<file path="config.mk">
export PLATFORM = sky130hd
export DESIGN_NAME = alu_arbiter_flat
export DESIGN_NICKNAME = d
export VERILOG_FILES = /design/src/rtl/alu_arbiter_if.sv /design/src/rtl/alu_arbiter.sv /design/src/flat_wrapper.sv
export SDC_FILE = /design/constraint.sdc
export NUM_CORES = 1
export LEC_CHECK = 0
export CAP_MARGIN = 20
export CELL_PAD_IN_SITES_DETAIL_PLACEMENT = 1
export CELL_PAD_IN_SITES_GLOBAL_PLACEMENT = 1
export CORE_UTILIZATION = 28
export DETAILED_ROUTE_END_ITERATION = 6
export MAX_ROUTING_LAYER = met4
export PLACE_DENSITY = 0.79
export SYNTH_ARGS = -nofsm -noshare
export SYNTH_HDL_FRONTEND = slang
export SYNTH_SLANG_ARGS = --single-unit
export TNS_END_PERCENT = 100
</file>
<file path="constraint.sdc">
create_clock -name clk -period 2 [get_ports clk]
set_input_delay 0.2 -clock clk [delete_from_list [all_inputs] [get_ports clk]]
set_output_delay 0.2 -clock clk [all_outputs]
set_load 0.02 [all_outputs]
</file>
<file path="src/rtl/alu_arbiter_if.sv">
// Request, ALU and response bundle for alu_arbiter.
// slave = arbiter view, master = requesters / ALU / consumer view.
interface alu_arbiter_if;
    logic        req0_valid;
    logic        req0_ready;
    logic [31:0] req0_a;
    logic [31:0] req0_b;
    logic [3:0]  req0_f;

    logic        req1_valid;
    logic        req1_ready;
    logic [31:0] req1_a;
    logic [31:0] req1_b;
    logic [3:0]  req1_f;

    logic [31:0] alu_a;
    logic [31:0] alu_b;
    logic [3:0]  alu_f;
    logic [31:0] alu_s;
    logic        alu_z;
    logic        alu_c;
    logic        alu_o;

    logic        resp_valid;
    logic        resp_ready;
    logic        resp_id;
    logic [31:0] resp_s;
    logic        resp_z;
    logic        resp_c;
    logic        resp_o;
    logic        resp_err;

    modport slave (
        input  req0_valid, req0_a, req0_b, req0_f,
        output req0_ready,
        input  req1_valid, req1_a, req1_b, req1_f,
        output req1_ready,
        output alu_a, alu_b, alu_f,
        input  alu_s, alu_z, alu_c, alu_o,
        output resp_valid, resp_id, resp_s, resp_z, resp_c, resp_o, resp_err,
        input  resp_ready
    );

    modport master (
        output req0_valid, req0_a, req0_b, req0_f,
        input  req0_ready,
        output req1_valid, req1_a, req1_b, req1_f,
        input  req1_ready,
        input  alu_a, alu_b, alu_f,
        output alu_s, alu_z, alu_c, alu_o,
        input  resp_valid, resp_id, resp_s, resp_z, resp_c, resp_o, resp_err,
        output resp_ready
    );
endinterface

</file>
<file path="src/rtl/alu_arbiter.sv">
// Round-robin share of one combinational ALU between two requesters (optional ALU_ILLEGAL_OP_EN).
// Latency: resp_valid SETTLE_CYCLES edges after accept; 1 edge for illegal codes when enabled.
// Backpressure: response held while resp_ready=0; no new accept until the response is taken.
module alu_arbiter #(
    parameter int unsigned SETTLE_CYCLES = 2
) (
    input  logic         clk,
    input  logic         rst_n,
    alu_arbiter_if.slave bus
);

    typedef enum logic [1:0] {
        IDLE   = 2'd0,
        SETTLE = 2'd1,
        DONE   = 2'd2
    } state_t;

    // SETTLE_CYCLES is expected in 1..15 so the load value fits the 4-bit counter.
    localparam logic [3:0] CNT_INIT = 4'(SETTLE_CYCLES - 1);

    state_t      r_state;
    state_t      w_state_nxt;

    logic [3:0]  r_cnt;
    logic        r_last_grant;
    logic        r_id;
    logic [31:0] r_alu_a;
    logic [31:0] r_alu_b;
    logic [3:0]  r_alu_f;

    logic        r_resp_valid;
    logic        r_resp_id;
    logic [31:0] r_resp_s;
    logic        r_resp_z;
    logic        r_resp_c;
    logic        r_resp_o;

    logic        w_any_vld;
    logic        w_grant;
    logic        w_rdy0;
    logic        w_rdy1;
    logic        w_accept;
    logic        w_capture;
    logic        w_resp_hs;
    logic        w_skip;
    logic [31:0] w_sel_a;
    logic [31:0] w_sel_b;
    logic [3:0]  w_sel_f;

    // Tie-break favours the requester that did not win last time.
    assign w_any_vld = bus.req0_valid | bus.req1_valid;
    assign w_grant   = (bus.req0_valid & bus.req1_valid) ? ~r_last_grant : bus.req1_valid;

    assign w_sel_a = w_grant ? bus.req1_a : bus.req0_a;
    assign w_sel_b = w_grant ? bus.req1_b : bus.req0_b;
    assign w_sel_f = w_grant ? bus.req1_f : bus.req0_f;

`ifdef ALU_ILLEGAL_OP_EN
    logic r_illegal;
    logic r_resp_err;

    // Unit selects 00 and 11 map to no functional unit.
    assign w_skip       = (w_sel_f[3:2] == 2'b00) || (w_sel_f[3:2] == 2'b11);
    assign bus.resp_err = r_resp_err;
`else
    assign w_skip       = 1'b0;
    assign bus.resp_err = 1'b0;
`endif

    // State register
    always_ff @(posedge clk or negedge rst_n) begin
        if (!rst_n) begin
            r_state <= IDLE;
        end else begin
            r_state <= w_state_nxt;
        end
    end

    // Next-state logic
    always_comb begin
        w_state_nxt = r_state;
        unique case (r_state)
            IDLE:    if (w_accept)       w_state_nxt = SETTLE;
            SETTLE:  if (r_cnt == 4'd0)  w_state_nxt = DONE;
            DONE:    if (bus.resp_ready) w_state_nxt = IDLE;
            default:                     w_state_nxt = IDLE;
        endcase
    end

    // Output / strobe logic
    always_comb begin
        w_rdy0    = 1'b0;
        w_rdy1    = 1'b0;
        w_capture = 1'b0;
        w_resp_hs = 1'b0;
        unique case (r_state)
            IDLE: begin
                if (w_any_vld) begin
                    w_rdy0 = ~w_grant;
                    w_rdy1 = w_grant;
                end
            end
            SETTLE:  w_capture = (r_cnt == 4'd0);
            DONE:    w_resp_hs = bus.resp_ready;
            default: ;
        endcase
    end

    assign w_accept = w_rdy0 | w_rdy1;

    // Illegal codes pass through SETTLE with a zero count, so the response lands one edge after accept.
    always_ff @(posedge clk or negedge rst_n) begin
        if (!rst_n) begin
            r_cnt        <= 4'd0;
            r_last_grant <= 1'b1;
            r_id         <= 1'b0;
            r_alu_a      <= '0;
            r_alu_b      <= '0;
            r_alu_f      <= '0;
`ifdef ALU_ILLEGAL_OP_EN
            r_illegal    <= 1'b0;
`endif
        end else begin
            if (w_accept) begin
                r_id         <= w_grant;
                r_last_grant <= w_grant;
                r_cnt        <= w_skip ? 4'd0 : CNT_INIT;
`ifdef ALU_ILLEGAL_OP_EN
                r_illegal    <= w_skip;
`endif
                if (!w_skip) begin
                    r_alu_a <= w_sel_a;
                    r_alu_b <= w_sel_b;
                    r_alu_f <= w_sel_f;
                end
            end else if ((r_state == SETTLE) && (r_cnt != 4'd0)) begin
                r_cnt <= r_cnt - 4'd1;
            end
        end
    end

    // Response register: result and flags stay put after the handshake, only valid drops.
    always_ff @(posedge clk or negedge rst_n) begin
        if (!rst_n) begin
            r_resp_valid <= 1'b0;
            r_resp_id    <= 1'b0;
            r_resp_s     <= '0;
            r_resp_z     <= 1'b0;
            r_resp_c     <= 1'b0;
            r_resp_o     <= 1'b0;
`ifdef ALU_ILLEGAL_OP_EN
            r_resp_err   <= 1'b0;
`endif
        end else begin
            if (w_capture) begin
                r_resp_valid <= 1'b1;
                r_resp_id    <= r_id;
                r_resp_s     <= bus.alu_s;
                r_resp_z     <= bus.alu_z;
                r_resp_c     <= bus.alu_c;
                r_resp_o     <= bus.alu_o;
`ifdef ALU_ILLEGAL_OP_EN
                r_resp_err   <= r_illegal;
                if (r_illegal) begin
                    r_resp_s <= '0;
                    r_resp_z <= 1'b0;
                    r_resp_c <= 1'b0;
                    r_resp_o <= 1'b0;
                end
`endif
            end else if (w_resp_hs) begin
                r_resp_valid <= 1'b0;
            end
        end
    end

    assign bus.req0_ready = w_rdy0;
    assign bus.req1_ready = w_rdy1;

    assign bus.alu_a = r_alu_a;
    assign bus.alu_b = r_alu_b;
    assign bus.alu_f = r_alu_f;

    assign bus.resp_valid = r_resp_valid;
    assign bus.resp_id    = r_resp_id;
    assign bus.resp_s     = r_resp_s;
    assign bus.resp_z     = r_resp_z;
    assign bus.resp_c     = r_resp_c;
    assign bus.resp_o     = r_resp_o;

endmodule

</file>
<file path="src/flat_wrapper.sv">
// flat-port wrapper written by rule: the top's interface ports become plain ports
module alu_arbiter_flat 
#(
    parameter int unsigned SETTLE_CYCLES = 2
)
  (clk, rst_n, bus_req0_valid, bus_req0_a, bus_req0_b, bus_req0_f, bus_req0_ready, bus_req1_valid, bus_req1_a, bus_req1_b, bus_req1_f, bus_req1_ready, bus_alu_a, bus_alu_b, bus_alu_f, bus_alu_s, bus_alu_z, bus_alu_c, bus_alu_o, bus_resp_valid, bus_resp_id, bus_resp_s, bus_resp_z, bus_resp_c, bus_resp_o, bus_resp_err, bus_resp_ready);
  alu_arbiter_if bus_i ();
  input  logic clk;
  input  logic rst_n;
  input wire logic [$bits(bus_i.req0_valid)-1:0] bus_req0_valid;
  input wire logic [$bits(bus_i.req0_a)-1:0] bus_req0_a;
  input wire logic [$bits(bus_i.req0_b)-1:0] bus_req0_b;
  input wire logic [$bits(bus_i.req0_f)-1:0] bus_req0_f;
  output wire logic [$bits(bus_i.req0_ready)-1:0] bus_req0_ready;
  input wire logic [$bits(bus_i.req1_valid)-1:0] bus_req1_valid;
  input wire logic [$bits(bus_i.req1_a)-1:0] bus_req1_a;
  input wire logic [$bits(bus_i.req1_b)-1:0] bus_req1_b;
  input wire logic [$bits(bus_i.req1_f)-1:0] bus_req1_f;
  output wire logic [$bits(bus_i.req1_ready)-1:0] bus_req1_ready;
  output wire logic [$bits(bus_i.alu_a)-1:0] bus_alu_a;
  output wire logic [$bits(bus_i.alu_b)-1:0] bus_alu_b;
  output wire logic [$bits(bus_i.alu_f)-1:0] bus_alu_f;
  input wire logic [$bits(bus_i.alu_s)-1:0] bus_alu_s;
  input wire logic [$bits(bus_i.alu_z)-1:0] bus_alu_z;
  input wire logic [$bits(bus_i.alu_c)-1:0] bus_alu_c;
  input wire logic [$bits(bus_i.alu_o)-1:0] bus_alu_o;
  output wire logic [$bits(bus_i.resp_valid)-1:0] bus_resp_valid;
  output wire logic [$bits(bus_i.resp_id)-1:0] bus_resp_id;
  output wire logic [$bits(bus_i.resp_s)-1:0] bus_resp_s;
  output wire logic [$bits(bus_i.resp_z)-1:0] bus_resp_z;
  output wire logic [$bits(bus_i.resp_c)-1:0] bus_resp_c;
  output wire logic [$bits(bus_i.resp_o)-1:0] bus_resp_o;
  output wire logic [$bits(bus_i.resp_err)-1:0] bus_resp_err;
  input wire logic [$bits(bus_i.resp_ready)-1:0] bus_resp_ready;
  assign bus_i.req0_valid = bus_req0_valid;
  assign bus_i.req0_a = bus_req0_a;
  assign bus_i.req0_b = bus_req0_b;
  assign bus_i.req0_f = bus_req0_f;
  assign bus_req0_ready = bus_i.req0_ready;
  assign bus_i.req1_valid = bus_req1_valid;
  assign bus_i.req1_a = bus_req1_a;
  assign bus_i.req1_b = bus_req1_b;
  assign bus_i.req1_f = bus_req1_f;
  assign bus_req1_ready = bus_i.req1_ready;
  assign bus_alu_a = bus_i.alu_a;
  assign bus_alu_b = bus_i.alu_b;
  assign bus_alu_f = bus_i.alu_f;
  assign bus_i.alu_s = bus_alu_s;
  assign bus_i.alu_z = bus_alu_z;
  assign bus_i.alu_c = bus_alu_c;
  assign bus_i.alu_o = bus_alu_o;
  assign bus_resp_valid = bus_i.resp_valid;
  assign bus_resp_id = bus_i.resp_id;
  assign bus_resp_s = bus_i.resp_s;
  assign bus_resp_z = bus_i.resp_z;
  assign bus_resp_c = bus_i.resp_c;
  assign bus_resp_o = bus_i.resp_o;
  assign bus_resp_err = bus_i.resp_err;
  assign bus_i.resp_ready = bus_resp_ready;
  alu_arbiter #(.SETTLE_CYCLES(SETTLE_CYCLES)) u_core (.clk(clk), .rst_n(rst_n), .bus(bus_i));
endmodule
</file>
==> flow_summary_export.csv, run 1 <==
group,metric,value,unit
floorplan,fp.dieH,136,um
floorplan,die_width,136,um
worst_setup_path,timing.rr.end,"u_core.bus.alu_b[23]",
global_routing,grt_usage,0.214,
worst_setup_path,rr_worst_depth,4,
finish,fillerInstances,1918,
placement,routabilityCongestion,0.792,
global_routing,grt_pass1_vias,5558,
worst_setup_path,crit_arrival,1660,ps
worst_setup_path,critical_path_required,1800,ps
routing,firstDrtPassIters,4,
power_and_ir_drop,peakVddDrop,0.000787,V
finish,nNetsFinal,956,
synthesis,postSynth.asyncResetShare,1.00,
routing,finalWirelength,18900,um
sta,hold_viol_final,0,
finish,fin_area,8690,um^2
worst_setup_path,reg2reg_from,"u_core.r_last_grant",
floorplan,core,17400,um^2
finish,drive_gt1_frac,0.116,
global_routing,grt_start_max_net_pins,72,
synthesis,syn_nets,683,
routing,remaining_drc_errors,0,
clock_network,cts_tree,"built",
sta,timing.final.crit_share,0.930,
hold_path,hp-class,"input port to async pin",
finish,diodes,0,
sta,worstMarginPinSlew,785,ps
worst_setup_path,endpoint_kind,"output pin",
clock_network,clock_sinks,113,
global_routing,grt_pass1_wl,29200,um
sta,holdWs,285,ps
finish,area_delta_synth_final,72.7,%
synthesis,ys_warn_count,0,
placement,hpwl,13400,um
routing,wl_per_cell,18.6,um
placement,io_buffers,282,
finish,fin_util,0.499,
clock_network,clockBufferDepth,2,
clock_network,cts_setup_buffers,0,
finish,multi_input_area,1940,um^2
synthesis,synth-seq-cells,113,
synthesis,synth_edf_count,0,
finish,regArea,2830,um^2
finish,fin_cells,1016,
global_routing,antenna_found_initial,0,
floorplan,std_cell_rows,48,
clock_network,root_buffer,"clkbuf_16",
routing,dr.first_iter.drc_count,154,
placement,dpl.cell_count,983,
clock_network,cts_buffers,17,
run_status,status,"complete, no violations",
synthesis,ys.flop_type,"dfrtp_1",
worst_setup_path,path_max_fanout,7,
clock_network,cts_htree_levels,4,
floorplan,ioPinCount,284,
routing,vias,5017,
worst_setup_path,reg2reg_slack,160,ps
synthesis,mappedNetlistArea,5030,um^2
sta,relSlewSlack,0.477,
synthesis,ys_seq_area_frac,0.562,
synthesis,synth_cell_types,32,
sta,slew_violations,0,
power_and_ir_drop,power,14.4,mW
sta,fmax,537,MHz
synthesis,synthCells,505,
routing,via_per_inst,4.94,
sta,setup_viol,0,
sta,final.min_clock_period,1860,ps
clock_network,insertion_delay,410,ps
worst_setup_path,critPathLaunchType,"register",
sta,finalClockSkew,5.52,ps
worst_setup_path,criticalPathCategory,"register to output pin",
floorplan,die_area,18500,um^2
power_and_ir_drop,powerDensity,1660,nW/um^2
power_and_ir_drop,p_leak,3.57,nW
synthesis,synth_area_per_cell,9.96,um^2
floorplan,initial_utilization,0.289,
placement,placed_cell_area,8090,um^2
global_routing,grt.overflow.total,0,
job,cap_violations,0,
clock_network,clk_pin_slew_worst_paths,50,ps
routing,ant_nets,0,
sta,grt_setup_unrepaired,"false",
logic make-up after synthesis:
family / share of synthesized area
and+or+nand+nor: 0.122
buffers and inverters: 0.0540
adders and majority gates: 0.00497
AOI/OAI and AO/OA: 0.173
other: 0.000745
muxes: 0.0828
DFF: 0.562
report_power, final:
group          switching [mW]  internal, mW
Combinational            3.76          3.43
Clock                    1.10          1.89
Sequential              0.720          3.49
per-layer routing:
layer,track usage,wire length [um],up-vias
met5,-,0,-
met4,0.0765,388,0
met3,0.0582,1340,30
met2,0.379,9760,197
met1,0.227,7410,2475
li1,-,-,2315
layout make-up:
| type | count | area share |
|---|---|---|
| Timing Repair Buffer | 298 | 0.349 |
| Sequential cell | 113 | 0.326 |
| Multi-Input combinational cell | 344 | 0.224 |
| Clock buffer | 19 | 0.0521 |
| Tap cell | 225 | 0.0324 |
| Clock inverter | 13 | 0.0157 |
| Inverter | 4 | 0.00173 |
registers in the layout, indices dropped and copies added (netlist names):
name and cells:
u_core.r_cnt 4, u_core.bus.resp_o 1, u_core.bus.resp_valid 1, u_core.bus.alu_f 4, u_core.bus.resp_c 1, u_core.r_id 1
u_core.bus.resp_s 32, u_core.r_last_grant 1, u_core.bus.resp_id 1, u_core.r_state 2, u_core.bus.resp_z 1, u_core.bus.alu_b 32
u_core.bus.alu_a 32
through the flow:
step           setup TNS [ps]  worst slack (ps)
2_1_floorplan               0               456
6_report                    0               139
4_1_cts                     0               103
5_1_grt                     0              24.0
3_3_place_gp            -28.2             -28.2
3_5_place_dp            -2.96             -2.96
synthesized netlist by cell type, types with 2 or more instances:
cell | n | area share
nor2b_1 | 2 | 0.0025
inv_1 | 4 | 0.0030
ha_1 | 2 | 0.0050
a21oi_1 | 70 | 0.070
a21o_1 | 3 | 0.0045
buf_4 | 3 | 0.0045
a31oi_1 | 69 | 0.086
nor2_1 | 2 | 0.0015
nor3_1 | 3 | 0.0030
nand2_1 | 138 | 0.10
mux2_2 | 37 | 0.083
dfrtp_1 | 112 | 0.56
clkbuf_1 | 21 | 0.016
buf_2 | 10 | 0.0099
o21ai_0 | 2 | 0.0020
nand4_1 | 2 | 0.0025
a22o_1 | 2 | 0.0035
buf_6 | 9 | 0.020
layout by cell type (no fill, tap or decap), types with 3 or more instances in the layout:
cell type / instances
a21o_1: 3
a21oi_1: 70
a31oi_1: 69
buf_12: 7
buf_4: 9
clkbuf_16: 17
clkdlybuf4s50_1: 279
clkinv_2: 4
clkinvlp_4: 4
dfrtp_1: 112
inv_1: 4
mux2_2: 37
nand2_1: 138
nor3_1: 3
repair_timing:
action | in CTS | in global routing
hold endpoints to repair | 25 | 0
endpoints found under the setup margin | 2 | 0
hold buffers | 1 | 0
resized for setup | 2 | 0
worst max path at each step:
stage,startpoint,endpoint,slack [ps],cells after the start
floorplan,u_core.r_last_grant,u_core.r_id,460,5
global placement,bus_req1_valid,bus_req1_ready,-30,4
detailed placement,bus_req1_valid,bus_req1_ready,-3,4
CTS,u_core.r_state[1],bus_req0_ready,100,4
global route,u_core.r_last_grant,u_core.bus.alu_a[16],20,4
finish,u_core.r_state[1],bus_req0_ready,140,4
critical path, stage by stage (launching register included):
cell and delay, ps:
dfrtp_1 470, nor2_4 180, nand2_1 120, nor2_1 110, dlygate4sd2_1 370
Power figures use the tool's default switching activity.
==> inputs of run 2 (changes only) <==
REMOVE_ABC_BUFFERS = 1   (was unset)
==> run 2 against run 1 <==
Against the previous run:
- sequential cell count did not move
- via count did not move
- critical path type is now register to register
- maximum frequency fell by 3.8%
- routed wire length rose by 0.68%
==> flow_summary_export.csv, run 2 (synthesis results as in run 1) <==
group,metric,value,unit
floorplan,std_cell_rows,48,
clock_network,cts_buffers,17,
floorplan,fp.dieH,136,um
sta,relSlewSlack,0.465,
worst_setup_path,critPathLaunchType,"register",
clock_network,insertion_delay,410,ps
sta,grt_setup_unrepaired,"false",
finish,drive_gt1_frac,0.111,
power_and_ir_drop,p_leak,3.57,nW
worst_setup_path,max_stage_delay,580,ps
sta,worstMarginPinSlew,803,ps
power_and_ir_drop,internal_power,8.80,mW
worst_setup_path,reg2reg_slack,70,ps
floorplan,die_area,18500,um^2
worst_setup_path,reg2reg_from,"u_core.r_last_grant",
finish,area_delta_synth_final,72.2,%
worst_setup_path,crit_chain,"a21bo_2 -> buf_4 -> nand2_1 -> a31oi_1",
worst_setup_path,critical_path_required,2300,ps
power_and_ir_drop,clock_power_share,0.204,
global_routing,grt_usage,0.214,
run_status,status,"complete, no violations",
clock_network,cts_tree,"built",
routing,remaining_drc_errors,0,
power_and_ir_drop,power_switching_share,0.388,
finish,fillerInstances,1916,
routing,via_per_inst,4.94,
routing,vias,5017,
finish,nNetsFinal,956,
sta,timing.final.crit_share,0.967,
clock_network,clk_pin_slew_worst_paths,60,ps
finish,layout_common_cells,"279 x clkdlybuf4s50_1, 138 x nand2_1, 112 x dfrtp_1, 70 x a21oi_1, 69 x a31oi_1",
global_routing,grt_pass1_vias,5635,
finish,layout_commonest_cell,"clkdlybuf4s50_1",
placement,placed_cell_area,8090,um^2
clock_network,clock_sinks,113,
routing,ant_nets,0,
placement,post-place-ws,-56.6,ps
sta,setup_viol,0,
sta,fmax,517,MHz
clock_network,cts_setup_buffers,0,
finish,fin_area,8660,um^2
worst_setup_path,path_max_fanout,68,
sta,finalClockSkew,14.7,ps
worst_setup_path,crit_arrival,2230,ps
worst_setup_path,endpoint_kind,"register",
finish,diodes,0,
floorplan,ioPinCount,284,
routing,firstDrtPassIters,4,
hold_path,hp-class,"input port to async pin",
placement,hpwl,13600,um
routing,finalWirelength,19000,um
clock_network,cts_htree_levels,4,
global_routing,antenna_found_initial,0,
worst_setup_path,slowest_stage,"dfstp_2",
routing,wl_per_cell,18.7,um
job,cap_violations,0,
clock_network,clockBufferDepth,2,
power_and_ir_drop,peakVddDrop,0.000831,V
power_and_ir_drop,powerDensity,1660,nW/um^2
floorplan,initial_utilization,0.289,
global_routing,grt_pass1_wl,29100,um
global_routing,grt_start_max_net_pins,72,
routing,dr.first_iter.drc_count,188,
finish,regArea,2830,um^2
sta,hold_viol_final,0,
power_and_ir_drop,p_switching,5.57,mW
sta,slew_violations,0,
finish,multi_input_area,1940,um^2
floorplan,die_width,136,um
sta,final.min_clock_period,1930,ps
worst_setup_path,rr_worst_depth,4,
sta,fin_ws,66.5,ps
floorplan,core,17400,um^2
worst_setup_path,timing.rr.end,"u_core.bus.alu_b[3]",
placement,routabilityCongestion,0.745,
worst_setup_path,criticalPathCategory,"register to register",
power_and_ir_drop,power_frac_comb,0.501,
placement,io_buffers,282,
global_routing,grt.overflow.total,0,
finish,fin_util,0.497,
power_and_ir_drop,power_frac_seq,0.294,
clock_network,root_buffer,"clkbuf_16",
-- run 2: through the flow --
step / std cells / power (mW) / TNS, ps / hold WS, ps
3_3_place_gp: 983 / 11.2 / 0 / 88.8
4_1_cts: 1016 / 14.6 / 0 / 201
2_1_floorplan: 461 / 7.71 / -147390 / -95.6
5_1_grt: 1016 / 15.2 / 0 / 219
3_5_place_dp: 983 / 11.5 / -97.6 / 90.3
6_report: 1016 / 14.4 / 0 / 211
-- run 2: cell type report --
cell class,count,area share
clock buffers,22,0.0524
clock inverters,10,0.0127
inverters,4,0.00173
multi-input cells,344,0.224
flip-flops and latches,113,0.327
well taps,225,0.0325
repair buffers,298,0.350
-- run 2: worst max-delay path by stage --
stage | start | end | slack (ps) | cells after the start
2_1_floorplan | bus_req0_valid | u_core.bus.alu_b[29] | -1830 | 3
3_3_place_gp | bus_req1_valid | bus_req1_ready | 10 | 4
3_5_place_dp | bus_req0_valid | u_core.bus.alu_b[3] | -60 | 5
4_1_cts | u_core.r_last_grant | u_core.bus.alu_b[3] | 60 | 4
5_1_grt | u_core.r_last_grant | u_core.bus.alu_b[3] | 0.05 | 4
6_report | u_core.r_last_grant | u_core.bus.alu_b[3] | 70 | 4
-- run 2: power groups by stage --
stage | logic (mW) | clock network [mW] | registers, mW
after floorplan | 2.28 | 0 | 5.44
after global placement | 7.06 | 0 | 4.14
after detailed placement | 7.29 | 0 | 4.24
after CTS | 7.31 | 3.01 | 4.23
after global routing | 7.75 | 3.10 | 4.35
final | 7.20 | 2.94 | 4.23
-- run 2: what timing repair did --
action,in CTS,in global routing
hold buffers,1,0
gates resized for setup,2,0
setup endpoints to repair,2,0
hold endpoints to repair,93,0
-- run 2: per-layer routing --
metal,up-vias,global-route usage,wire length [um]
li1,2312,-,-
met1,2463,0.228,7310
met2,218,0.373,9860
met3,24,0.0619,1580
met4,0,0.0772,269
met5,-,-,0
-- run 2: worst max-delay path, delay by kind of cell, from the launching register on --
kind,cells,cell delay [ps]
AOI/OAI and AO/OA,2,430
DFF,1,580
buffers and inverters,1,560
and+or+nand+nor,1,140
